**src/rtl/msk_inv_mixcolumns_col_pkg.sv**
```systemverilog
// Shared definitions for the masked InvMixColumns column engine:
// GF(2^8) constants, FSM encoding and share-layout / field helpers.
package msk_inv_mixcolumns_col_pkg;

    localparam logic [7:0] AES_RED_POLY = 8'h1b;

    // InvMixColumns row coefficients, applied to a_k, a_{k+1}, a_{k+2}, a_{k+3}
    localparam logic [7:0] IMC_C0 = 8'h0e;
    localparam logic [7:0] IMC_C1 = 8'h0b;
    localparam logic [7:0] IMC_C2 = 8'h0d;
    localparam logic [7:0] IMC_C3 = 8'h09;

    typedef enum logic [1:0] {
        ST_IDLE    = 2'd0,
        ST_COMPUTE = 2'd1,
        ST_DONE    = 2'd2
    } imc_state_e;

    // Bit i of share j inside a masked byte of n_sh shares
    function automatic int unsigned sh_idx(input int unsigned bit_i,
                                           input int unsigned share_j,
                                           input int unsigned n_sh);
        return bit_i * n_sh + share_j;
    endfunction

    function automatic logic [7:0] xtime(input logic [7:0] x);
        return {x[6:0], 1'b0} ^ (x[7] ? AES_RED_POLY : 8'h00);
    endfunction

    // Multiply by a coefficient < 0x10 using precomputed x, 2x, 4x, 8x
    function automatic logic [7:0] mul_small(input logic [3:0] c,
                                             input logic [7:0] x1,
                                             input logic [7:0] x2,
                                             input logic [7:0] x4,
                                             input logic [7:0] x8);
        return (c[0] ? x1 : 8'h00) ^ (c[1] ? x2 : 8'h00) ^
               (c[2] ? x4 : 8'h00) ^ (c[3] ? x8 : 8'h00);
    endfunction

endpackage

```
**src/rtl/msk_inv_mixcolumns_col_if.sv**
```systemverilog
// Column handshake bus for the masked InvMixColumns engine.
interface msk_inv_mixcolumns_col_if #(
    parameter int unsigned d = 2
);
    logic              in_valid;
    logic              in_ready;
    logic              bypass;
    logic [32*d-1:0]   sh_col_in;
    logic              out_valid;
    logic              out_ready;
    logic [32*d-1:0]   sh_col_out;

    modport master (
        output in_valid, bypass, sh_col_in, out_ready,
        input  in_ready, out_valid, sh_col_out
    );

    modport slave (
        input  in_valid, bypass, sh_col_in, out_ready,
        output in_ready, out_valid, sh_col_out
    );
endinterface

```
**src/rtl/msk_inv_mc_coeffs.sv**
```systemverilog
// Sharewise GF(2^8) products 09*x, 0b*x, 0d*x, 0e*x of one masked byte.
// Each share has its own xtime chain; no signal mixes two shares.
module msk_inv_mc_coeffs
    import msk_inv_mixcolumns_col_pkg::*;
#(
    parameter int unsigned d = 2
) (
    input  logic [8*d-1:0] x_i,
    output logic [8*d-1:0] m9_o,
    output logic [8*d-1:0] mb_o,
    output logic [8*d-1:0] md_o,
    output logic [8*d-1:0] me_o
);

    for (genvar j = 0; j < d; j++) begin : g_share
        logic [7:0] a, x2, x4, x8;
        logic [7:0] p9, pb, pd, pe;

        assign x2 = xtime(a);
        assign x4 = xtime(x2);
        assign x8 = xtime(x4);

        assign pe = mul_small(IMC_C0[3:0], a, x2, x4, x8);
        assign pb = mul_small(IMC_C1[3:0], a, x2, x4, x8);
        assign pd = mul_small(IMC_C2[3:0], a, x2, x4, x8);
        assign p9 = mul_small(IMC_C3[3:0], a, x2, x4, x8);

        for (genvar i = 0; i < 8; i++) begin : g_bit
            assign a[i]                  = x_i[sh_idx(i, j, d)];
            assign m9_o[sh_idx(i, j, d)] = p9[i];
            assign mb_o[sh_idx(i, j, d)] = pb[i];
            assign md_o[sh_idx(i, j, d)] = pd[i];
            assign me_o[sh_idx(i, j, d)] = pe[i];
        end
    end

endmodule

```
**src/rtl/msk_inv_mixcolumns_col.sv**
```systemverilog
// Masked iterative InvMixColumns on one state column: one result byte per
// cycle, column rotated down each cycle so the same four multipliers serve
// every output row. Bypass returns the captured column unchanged.
module msk_inv_mixcolumns_col
    import msk_inv_mixcolumns_col_pkg::*;
#(
    parameter int unsigned d = 2
) (
    input  logic                          clk,
    input  logic                          rst,
    msk_inv_mixcolumns_col_if.slave       bus
);

    localparam int unsigned BW = 8 * d;
    localparam int unsigned CW = 32 * d;

    imc_state_e      state_q, state_d;
    logic [CW-1:0]   col_q, col_d;
    logic [CW-1:0]   res_q, res_d;
    logic [1:0]      cnt_q, cnt_d;
    logic            byp_q, byp_d;

    logic            in_ready_w;
    logic            out_valid_w;
    logic            load_w;

    // prod_w[row][k]: product of col_q row 'row' with coefficient k (0e,0b,0d,09)
    logic [BW-1:0]   prod_w [4][4];
    logic [BW-1:0]   byte_w;

    for (genvar r = 0; r < 4; r++) begin : g_row
        msk_inv_mc_coeffs #(.d(d)) u_coeffs (
            .x_i  (col_q[r*BW +: BW]),
            .me_o (prod_w[r][0]),
            .mb_o (prod_w[r][1]),
            .md_o (prod_w[r][2]),
            .m9_o (prod_w[r][3])
        );
    end

    // Row 0 of the rotated column is always a_k, so the diagonal gives out_k
    assign byte_w = prod_w[0][0] ^ prod_w[1][1] ^ prod_w[2][2] ^ prod_w[3][3];

    // Next-state, datapath updates and handshake outputs
    always_comb begin
        state_d     = state_q;
        col_d       = col_q;
        res_d       = res_q;
        cnt_d       = cnt_q;
        byp_d       = byp_q;
        in_ready_w  = 1'b0;
        out_valid_w = 1'b0;
        load_w      = 1'b0;

        case (state_q)
            ST_IDLE: begin
                in_ready_w = 1'b1;
                load_w     = bus.in_valid;
            end
            ST_COMPUTE: begin
                res_d = {byte_w, res_q[CW-1:BW]};
                col_d = {col_q[BW-1:0], col_q[CW-1:BW]};
                cnt_d = cnt_q + 2'd1;
                if (cnt_q == 2'd3 || byp_q) begin
                    state_d = ST_DONE;
                end
            end
            ST_DONE: begin
                out_valid_w = 1'b1;
                in_ready_w  = bus.out_ready;
                if (bus.out_ready) begin
                    load_w = bus.in_valid;
                    if (!bus.in_valid) begin
                        state_d = ST_IDLE;
                    end
                end
            end
            default: begin
                state_d = ST_IDLE;
            end
        endcase

        if (load_w) begin
            col_d = bus.sh_col_in;
            byp_d = bus.bypass;
            cnt_d = '0;
            if (bus.bypass) begin
                res_d   = bus.sh_col_in;
                state_d = ST_DONE;
            end else begin
                state_d = ST_COMPUTE;
            end
        end
    end

    // State and datapath registers with synchronous reset
    always_ff @(posedge clk) begin
        if (rst) begin
            state_q <= ST_IDLE;
            col_q   <= '0;
            res_q   <= '0;
            cnt_q   <= '0;
            byp_q   <= 1'b0;
        end else begin
            state_q <= state_d;
            col_q   <= col_d;
            res_q   <= res_d;
            cnt_q   <= cnt_d;
            byp_q   <= byp_d;
        end
    end

    assign bus.in_ready   = in_ready_w;
    assign bus.out_valid  = out_valid_w;
    assign bus.sh_col_out = res_q;

endmodule
```
**src/flat_wrapper.sv**
```systemverilog
// flat-port wrapper written by rule: the top's interface ports become plain ports
module msk_inv_mixcolumns_col_flat import msk_inv_mixcolumns_col_pkg::*;
#(
    parameter int unsigned d = 2
)
  (clk, rst, bus_in_valid, bus_bypass, bus_sh_col_in, bus_out_ready, bus_in_ready, bus_out_valid, bus_sh_col_out);
  msk_inv_mixcolumns_col_if #(.d(d)) bus_i ();
  input  logic clk;
  input  logic rst;
  input wire logic [$bits(bus_i.in_valid)-1:0] bus_in_valid;
  input wire logic [$bits(bus_i.bypass)-1:0] bus_bypass;
  input wire logic [$bits(bus_i.sh_col_in)-1:0] bus_sh_col_in;
  input wire logic [$bits(bus_i.out_ready)-1:0] bus_out_ready;
  output wire logic [$bits(bus_i.in_ready)-1:0] bus_in_ready;
  output wire logic [$bits(bus_i.out_valid)-1:0] bus_out_valid;
  output wire logic [$bits(bus_i.sh_col_out)-1:0] bus_sh_col_out;
  assign bus_i.in_valid = bus_in_valid;
  assign bus_i.bypass = bus_bypass;
  assign bus_i.sh_col_in = bus_sh_col_in;
  assign bus_i.out_ready = bus_out_ready;
  assign bus_in_ready = bus_i.in_ready;
  assign bus_out_valid = bus_i.out_valid;
  assign bus_sh_col_out = bus_i.sh_col_out;
  msk_inv_mixcolumns_col #(.d(d)) u_core (.clk(clk), .rst(rst), .bus(bus_i));
endmodule
```
**config.mk**
```make
export PLATFORM = sky130hd
export DESIGN_NAME = msk_inv_mixcolumns_col_flat
export DESIGN_NICKNAME = d
export VERILOG_FILES = /design/src/rtl/msk_inv_mixcolumns_col_pkg.sv /design/src/rtl/msk_inv_mixcolumns_col_if.sv /design/src/rtl/msk_inv_mc_coeffs.sv /design/src/rtl/msk_inv_mixcolumns_col.sv /design/src/flat_wrapper.sv
export SDC_FILE = /design/constraint.sdc
export NUM_CORES = 1
export LEC_CHECK = 0
export CORE_MARGIN = 4
export CORE_UTILIZATION = 35
export CTS_CLUSTER_SIZE = 12
export DETAILED_ROUTE_END_ITERATION = 10
export PLACE_DENSITY = 0.57
export SYNTH_ARGS = -nofsm -noshare
export SYNTH_HDL_FRONTEND = slang
export SYNTH_HIERARCHICAL = 1
export SYNTH_SLANG_ARGS = --single-unit
```
**constraint.sdc**
```tcl
create_clock -name clk -period 2.6 [get_ports clk]
set_input_delay 0.65 -clock clk [delete_from_list [all_inputs] [get_ports clk]]
set_output_delay 0.65 -clock clk [all_outputs]
set_load 0.1 [all_outputs]
```
# After elaboration in Yosys (flattened, before gate mapping)
# Cells that the tools add are included.
# W data, S select, Z words.
[totals]
wordCells = 98
ff_bits = 133
output_inout_bits = 66
[op_classes]
bitwise = 41
n_eq_ne = 7
n_reduce_logical = 5
addsub = 1
muxes = 39
[op_table]
columns = ["cell", "count"]
rows = [
  ["$mux W64", 5],
  ["$xor A8 B5 Y8", 20],
  ["$xor A8 B8 Y8", 18],
  ["$mux W5", 24],
  ["$xor A16 B16 Y16", 3],
  ["$mux W2", 5],
  ["$ne A3 B2 Y1 const B", 2],
  ["$pmux W2 S3", 1],
  ["$eq A2 B2 Y1 const B", 2],
  ["$pmux W1 S2", 2],
  ["$reduce_and A4 Y1", 1],
  ["$ne A3 B1 Y1 const B", 1],
  ["$add A2 B1 Y2 const B", 1],
  ["$eq A2 B1 Y1 const B", 1],
  ["$logic_not A2 Y1", 1],
  ["$mux W1", 2],
  ["$ne A2 B1 Y1 const B", 1],
  ["$reduce_bool A2 Y1", 1],
  ["$reduce_or A2 Y1", 1],
  ["$logic_or A1 B1 Y1", 1],
]

# Longest topological paths before layout
# Gate-level depths: netlist of the first run.
[depth]
ltp_word = 13
ltp_mapped = 7
depth_no_buf = 5

# Modules after synthesis
# The synthesis of the first run kept the hierarchy.
[modules_own_cells]
columns = ["module", "seq_area_each_um2", "cells_each", "instances", "area_each_um2"]
rows = [
  ["msk_inv_mixcolumns_col", 2662.6, 835, 1, 7013.0],
  ["msk_inv_mc_coeffs", 0.0, 101, 4, 1129.8],
]

# Worst setup path before layout of the first run
# OpenSTA, ideal clock, no wires.
[synth_timing]
path_type = "input-to-output"
start = "input bus_out_ready"
end = "output bus_in_ready"
t_arrival_ns = 2.324
setup_slack_ns = -0.374
required_ns = 1.950
cell_stages = 5
n_path_buf = 3
path_cell_list = "nor2b_1 buf_6 buf_6 buf_6 nor2_1"
[synth_between]
elab_chain_len = 1
[synth_lines]
columns = ["item", "line", "rtl"]
rows = [
  ["start, declared", "flat_wrapper.sv:13", "input wire logic [$bits(bus_i.out_ready)-1:0] bus_out_ready;"],
  ["$pmux W1 S2", "msk_inv_mixcolumns_col.sv:55", "case (state_q)"],
  ["end, declared", "flat_wrapper.sv:14", "output wire logic [$bits(bus_i.in_ready)-1:0] bus_in_ready;"],
]
# No other way between the ends.

# Final worst setup path of the first run
# Same ends and word-level chain as after synthesis.

==> metrics.cfg, run 1 <==
[global_routing]
grt_usage_pct=22.2
grt_pass1_vias=7785
grt_first_pass_wirelength_mm=49.5
grt_max_degree=106
antenna_found_initial=0
grt_overflow=0

[cts]
ctsResizeCount=0
postCtsSetupBuffers=0
clock_sinks=133
cts_buffers=17
cts_tree=done
cts_hold_buf=0
htree_levels=4
cts_root_buffer=clkbuf_16
cts_buffer_depth=2
path_clk_slew_ps=60
insertion_delay_ps=430

[critical_path]
worstPathRequired_ps=1950
path_class=in2out
cp.arrival_ps=1660
cp-end-kind=output pin
cp_max_fo=4
start_kind=primary input

[layout]
fin_cells=1379
drive_gt1_share_pct=16.1
final_area_um2=10600
area_growth_pct=18.2
antenna_cells=0
nNetsFinal=1106

[sta]
finalHoldViolCount=0
fin_crit_sh_pct=88.9
whs_ps=488
setup_viol=0
final.setup_skew_ps=12.2
max_freq_mhz=432
maxSlewViolCount=0
worst_pin_slew_ps=654
rsz0062_at_grt=false
tns_ps=0
maxSlewHeadroom_pct=56.4
finalCriticalPeriod_ps=2310

[floorplanning]
io_pins=135
die_w_um=168
rows=58
core_area_um2=25300
dieHeight_um=168
dieArea_um2=28400
start_util_pct=35.7

[synth]
synth_area_per_cell_um2=8.83
yosys_warnings=6
synth_cells=1020
synth_fp_nets=1090
synth_area_um2=9000

[pwr]
power.internal_w=0.00475
ir_worst_vdd_uv=483
p_total_w=0.00806
p_per_area_nw_per_um2=757
power.leakage_nw=3.61
p_switching_w=0.00331
pwr-share-seq_pct=31.0
comb_power_share_pct=39.7
power.share.clock_pct=29.3
switching_share_pct=41.1

[routing]
wl_mm=32.4
first_pass_iters=5
drt_iter0_drc=988
avgRoutedWirePerCell_um=23.5
vias=8237
avgViaCountPerCell=5.97
drc_errors=0
antenna_left=0

[place]
port_buffers=134
dp_hpwl_mm=22.8
placed_cell_area_um2=10100
dp_cells=1347
gp_congestion=0.831

[min_path]
hp-class=reg2reg

[job]
cap_violations=0

[run_status]
outcome=finished clean

[worst max-delay path, stage by stage]
cell and delay [ps]:
clkdlybuf4s50_1 490, nor2b_4 260, nor2_2 80, buf_12 180
[worst paths after layout]
path	from	end	slack, ps	cells after the start
min reg2reg	u_core/byp_q$_SDFFE_PP0P_	u_core/byp_q$_SDFFE_PP0P_	490	2
max	bus_out_ready	bus_in_ready	290	4
max reg2reg	u_core/col_q[43]$_SDFFE_PP0P_	u_core/bus.sh_col_out[55]$_SDFF_PP0_	510	5
min	u_core/byp_q$_SDFFE_PP0P_	u_core/byp_q$_SDFFE_PP0P_	490	2
[cell usage in the layout, fill, tap and decap left out, types with 3 or more instances in the layout]
cell type / instances
a311oi_1: 48
o311ai_1: 8
xor3_1: 6
a31oi_1: 64
xor2_1: 36
o311ai_0: 72
clkdlybuf4s50_1: 66
nor2b_1: 16
nand2b_1: 17
buf_4: 91
nor3_1: 3
xnor2_1: 105
clkinvlp_4: 3
nand2_1: 160
a21oi_1: 3
xor3_2: 4
o221ai_1: 16
xnor2_2: 8
nor4_1: 48
inv_6: 5
clkbuf_16: 17
xnor3_1: 7
nand4_1: 64
xnor2_4: 8
buf_12: 12
dfxtp_1: 132
[power groups by stage]
stage	Combinational [W]	Sequential, W	Clock (W)
final	0.00320	0.00250	0.00236
after global routing	0.00334	0.00253	0.00248
after CTS	0.00316	0.00250	0.00238
after detailed placement	0.00315	0.00254	0
after global placement	0.00314	0.00255	0
after floorplan	0.00170	0.00315	0
[metrics by stage]
step / worst slack, ps / utilization (%)
after CTS: 277 / 42.2
after floorplan: 105 / -
after global placement: 288 / 39.9
final: 288 / 42.2
after detailed placement: 286 / 39.9
after global routing: 263 / 42.2
[metal layers]
metal	global-route usage (%)	share of wire (%)	wire, um
met5	0	0	0
met4	5.36	1.6	532
met3	3.26	6.3	2040
met2	35.4	47	15200
met1	31.6	45	14600
[state kept, by name, summed over array words and instances (netlist names)]
register,count
u_core/col_q,64
u_core/state_q,2
u_core/cnt_q,2
u_core/byp_q,1
u_core/bus.sh_col_out,64
[final cells by class]
type / count / area [um^2]
clock buffer: 19 / 443
clock inverter: 13 / 124
fill: 2565 / 14600
inverter: 2 / 7.51
multi-input combinational: 712 / 5400
sequential: 133 / 2670
tap: 330 / 413
timing repair buffer: 170 / 1590
Note: power is estimated with default switching activity, not from simulation.
==> run 2, diff against run 1 <==
clock period = 2.3 ns   (was 2.6 ns; I/O delays follow)
==> metrics.cfg, run 2 (synthesis gave the netlist of run 1 again) <==
[critical_path]
critPathLaunch=bus_out_ready
cp_max_fo=3  ; -1
cp.arrival_ps=1590  ; -70 ps
start_kind=primary input
reg2reg_to=u_core/bus.sh_col_out[56]$_SDFF_PP0_
rrSetupSlack_ps=290  ; -220 ps
crit_end=bus_in_ready
r2r.worst_path.cells=5  ; unchanged
cp-end-kind=output pin
path_class=in2out
worstPathRequired_ps=1730  ; -220 ps
r2r-start=u_core/col_q[28]$_SDFFE_PP0P_

[routing]
drc_errors=0  ; unchanged
vias=8124  ; -1.4%
antenna_left=0  ; unchanged
wl_mm=32.1  ; -0.95%
avgRoutedWirePerCell_um=23.1  ; -2.0%
drt_iter0_drc=864  ; -13%
avgViaCountPerCell=5.83  ; -2.4%
first_pass_iters=5  ; unchanged

[place]
placed_cell_area_um2=10200  ; +1.5%
dp_hpwl_mm=23.0  ; +0.97%
gp_congestion=0.870  ; +4.8%
port_buffers=134  ; unchanged

[floorplanning]
io_pins=135  ; unchanged
start_util_pct=35.7  ; unchanged
die_w_um=168  ; unchanged
core_area_um2=25300  ; unchanged
rows=58  ; unchanged
dieHeight_um=168  ; unchanged
dieArea_um2=28400  ; unchanged

[layout]
final_area_um2=10800  ; +1.3%
antenna_cells=0  ; unchanged
nNetsFinal=1121  ; +1.4%
mostFrequentLayoutCells=160 x nand2_1, 132 x dfxtp_1, 105 x xnor2_1, 103 x buf_4, 72 x o311ai_0
drive_gt1_share_pct=17.3  ; +1.2 points
finish.utilization_pct=42.7  ; +0.55 points
area_growth_pct=19.8
final_common_cell=nand2_1

[cts]
cts_buffers=17  ; unchanged
path_clk_slew_ps=70  ; about the same
insertion_delay_ps=430  ; about the same
clock_sinks=133  ; unchanged
cts_tree=done
cts_buffer_depth=2  ; unchanged
postCtsSetupBuffers=0  ; unchanged
ctsResizeCount=0  ; unchanged
cts_hold_buf=0  ; unchanged
htree_levels=4  ; unchanged
cts_root_buffer=clkbuf_16

[pwr]
ir_worst_vdd_uv=416  ; -14%
p_total_w=0.00908  ; +13%
power.leakage_nw=3.70  ; +2.4%
p_per_area_nw_per_um2=842  ; +11%

[sta]
setup_viol=0  ; unchanged
final.setup_skew_ps=17.7  ; +5.49 ps
rsz0062_at_grt=false
worst_pin_slew_ps=607  ; -46.3 ps
max_freq_mhz=461
finalCriticalPeriod_ps=2170
fin_crit_sh_pct=94.3
finalHoldViolCount=0  ; unchanged
maxSlewViolCount=0  ; unchanged
maxSlewHeadroom_pct=59.5  ; +3.1 points
whs_ps=487  ; -1.27 ps

[global_routing]
grt_pass1_vias=7915  ; +1.7%
grt_overflow=0  ; unchanged
grt_usage_pct=22.1  ; -0.11 points
antenna_found_initial=0  ; unchanged
grt_max_degree=70  ; -34%
grt_first_pass_wirelength_mm=48.9  ; -1.3%

[job]
cap_violations=0  ; unchanged

[min_path]
hp-class=reg2reg

[run_status]
outcome=finished clean

-- run 2: cell types whose count changed in the layout (fill, tap and decap cells not counted), sizes merged --
cell	delta
clkinv	-1
inv	+2
buf	+15
bufinv	-1
-- run 2: cell type report --
class	count	area [um^2]
clock buffers	19	443
clock inverters	13	113
fillers	2533	14500
inverters	2	7.51
multi-input cells	712	5400
flip-flops and latches	133	2670
well taps	330	413
repair buffers	185	1740
-- run 2: per-stage QoR --
| step | setup WS [ps] | std cells | setup TNS [ps] |
|---|---|---|---|
| detailed placement | 82.0 | 1362 | 0 |
| CTS | 128 | 1394 | 0 |
| floorplan | -45.5 | 1020 | -45.5 |
| global route | 96.2 | 1394 | 0 |
| finish | 130 | 1394 | 0 |
| global placement | 114 | 1362 | 0 |
-- run 2: how the worst min path moves through the flow --
| stage | to | depth (start not counted) | start |
|---|---|---|---|
| 2_1_floorplan | u_core/col_q[0]$_SDFFE_PP0P_ | 2 | u_core/col_q[16]$_SDFFE_PP0P_ |
| 3_3_place_gp | u_core/byp_q$_SDFFE_PP0P_ | 2 | u_core/byp_q$_SDFFE_PP0P_ |
| 5_1_grt | u_core/bus.sh_col_out[14]$_SDFF_PP0_ | 2 | u_core/bus.sh_col_out[14]$_SDFF_PP0_ |
| 4_1_cts | u_core/byp_q$_SDFFE_PP0P_ | 2 | u_core/byp_q$_SDFFE_PP0P_ |
| 3_5_place_dp | u_core/byp_q$_SDFFE_PP0P_ | 2 | u_core/byp_q$_SDFFE_PP0P_ |
| 6_report | u_core/byp_q$_SDFFE_PP0P_ | 2 | u_core/byp_q$_SDFFE_PP0P_ |
-- run 2: power by group --
part | leakage, nW | total [W] | internal, W | switching [W]
Sequential | 1.09 | 0.00281 | 0.00252 | 0.000291
Combinational | 2.34 | 0.00366 | 0.00135 | 0.00231
Clock | 0.264 | 0.00261 | 0.00144 | 0.00117
-- run 2: layer usage --
| metal | wire length [um] | global-route usage, % | vias up |
|---|---|---|---|
| met2 | 14900 | 33.8 | 341 |
| met3 | 1810 | 3.45 | 39 |
| met1 | 14600 | 31.6 | 3909 |
| li1 | - | - | 3835 |
| met5 | 0 | 0 | - |
| met4 | 828 | 7.55 | 0 |
-- run 2: worst max-delay path, cell delays in order --
cell and delay (ps):
clkdlybuf4s50_1 560, nor2b_4 90, nor2_2 160, buf_12 200
==> run 3, diff against run 2 <==
clock period = 2 ns   (was 2.3 ns; I/O delays follow)
==> metrics.cfg, run 3 (synthesis gave the netlist of run 1 again) <==
[floorplanning]
dieHeight_um=168  ; unchanged
start_util_pct=35.7  ; unchanged
io_pins=135  ; unchanged
core_area_um2=25300  ; unchanged
die_w_um=168  ; unchanged
dieArea_um2=28400  ; unchanged
rows=58  ; unchanged

[global_routing]
grt_busiest_layer=met2
grt_pass1_vias=7930  ; +0.19%
grt_usage_pct=22.4  ; +0.38 points
grt.met2_usage_pct=35.1  ; +1.3 points
grt_max_degree=106  ; +51%
antenna_found_initial=0  ; unchanged
grt_overflow=0  ; unchanged
use_met1_pct=32.4  ; +0.76 points
grt_first_pass_wirelength_mm=49.7  ; +1.6%
use_met3_pct=3.24  ; -0.21 points

[sta]
worst_pin_slew_ps=483  ; -124 ps
setup_viol=0  ; unchanged
finalCriticalPeriod_ps=1930
rsz0062_at_grt=false
max_freq_mhz=518
final.setup_skew_ps=12.4  ; -5.29 ps
finalHoldViolCount=0  ; unchanged
maxSlewViolCount=0  ; unchanged
maxSlewHeadroom_pct=67.8  ; +8.3 points
fin_crit_sh_pct=96.5
setup_slack_ps=70.4  ; -59.8 ps
tns_ps=0  ; unchanged

[routing]
drc_errors=0  ; unchanged
vias=8349  ; +2.8%
avgRoutedWirePerCell_um=22.6  ; -2.0%
drt_iter0_drc=792  ; -8.3%
avgViaCountPerCell=5.83  ; about the same
first_pass_iters=7  ; +2
antenna_left=0  ; unchanged
wl_mm=32.4  ; +0.70%

[layout]
area_growth_pct=33.3
fin_cells=1432  ; +2.7%
nNetsFinal=1159  ; +3.4%
drive_gt1_share_pct=20.4  ; +3.1 points
final_common_cell=nand2_1
mostFrequentLayoutCells=160 x nand2_1, 131 x dfxtp_1, 103 x xnor2_1, 80 x buf_12, 76 x buf_4
final_area_um2=12000  ; +11%
antenna_cells=0  ; unchanged

[cts]
postCtsSetupBuffers=0  ; unchanged
clock_sinks=133  ; unchanged
cts_buffer_depth=2  ; unchanged
insertion_delay_ps=420  ; about the same
cts_root_buffer=clkbuf_16
cts_buffers=17  ; unchanged
cts_tree=done
path_clk_slew_ps=70  ; about the same
htree_levels=4  ; unchanged

[job]
cap_violations=0  ; unchanged

[critical_path]
cp-end-kind=register
r2r.worst_path.cells=5  ; unchanged
cp.arrival_ps=2220  ; +630 ps
worstPathRequired_ps=2290  ; +560 ps
path_class=reg2reg
start_kind=register
cp_max_fo=2  ; -1

[pwr]
p_per_area_nw_per_um2=954  ; +13%
ir_worst_vdd_uv=537  ; +29%
power.leakage_nw=4.16  ; +13%

[place]
dp_hpwl_mm=23.7  ; +2.9%
dp_cells=1400  ; +2.8%
gp_congestion=0.825  ; -5.2%
port_buffers=134  ; unchanged
dpl_worst_slack_ps=-64.7  ; -147 ps
placed_cell_area_um2=11300  ; +11%

[min_path]
hp-class=reg2reg
hold_depth=2  ; unchanged

[run_status]
outcome=finished clean

-- run 3: where the power goes --
| group | total (W) | switching [W] | leakage, nW | internal (W) |
|---|---|---|---|---|
| registers | 0.00325 | 0.000351 | 1.09 | 0.00289 |
| clock network | 0.00351 | 0.00128 | 0.308 | 0.00223 |
| logic | 0.00469 | 0.00272 | 2.76 | 0.00197 |
-- run 3: timing repair --
item | in CTS | in global routing
endpoints found under the setup margin | 1 | 2
hold buffers | 0 | 0
gates resized for setup | 1 | 3
pin swaps | 0 | 3
-- run 3: cell type report --
| type | count | area (um^2) |
|---|---|---|
| repair buffers | 223 | 2840 |
| clock inverters | 14 | 221 |
| inverters | 2 | 7.51 |
| fillers | 2370 | 13300 |
| multi-input cells | 712 | 5430 |
| well taps | 330 | 413 |
| flip-flops and latches | 133 | 2670 |
| clock buffers | 18 | 429 |
-- run 3: stage by stage --
| stage | total power, W | utilization [%] | hold slack, ps |
|---|---|---|---|
| final | 0.0114 | 47.5 | 494 |
| after CTS | 0.0114 | 47.5 | 489 |
| after floorplan | 0.00631 | - | 453 |
| after global placement | 0.00788 | 44.9 | 469 |
| after global routing | 0.0118 | 47.5 | 506 |
| after detailed placement | 0.00788 | 44.9 | 476 |
-- run 3: layer usage --
layer,vias to the layer above,share of wire [%]
li1,3913,-
met1,3994,45
met2,406,46
met3,36,6.7
met4,0,2.1
met5,-,0
-- run 3: worst max-delay path: stages, from the launching register on --
cell	delay (ps)
dfxtp_1	350
xor3_2	470
xor3_4	340
xnor2_1	290
xnor2_1	220
o221ai_1	140
-- run 3: worst paths after layout --
check / startpoint / slack (ps) / to
hold / removal: u_core/byp_q$_SDFFE_PP0P_ / 490 / u_core/byp_q$_SDFFE_PP0P_
setup reg to reg: u_core/col_q[28]$_SDFFE_PP0P_ / 70 / u_core/bus.sh_col_out[50]$_SDFF_PP0_
hold reg to reg: u_core/byp_q$_SDFFE_PP0P_ / 490 / u_core/byp_q$_SDFFE_PP0P_
setup / recovery: u_core/col_q[28]$_SDFFE_PP0P_ / 70 / u_core/bus.sh_col_out[50]$_SDFF_PP0_
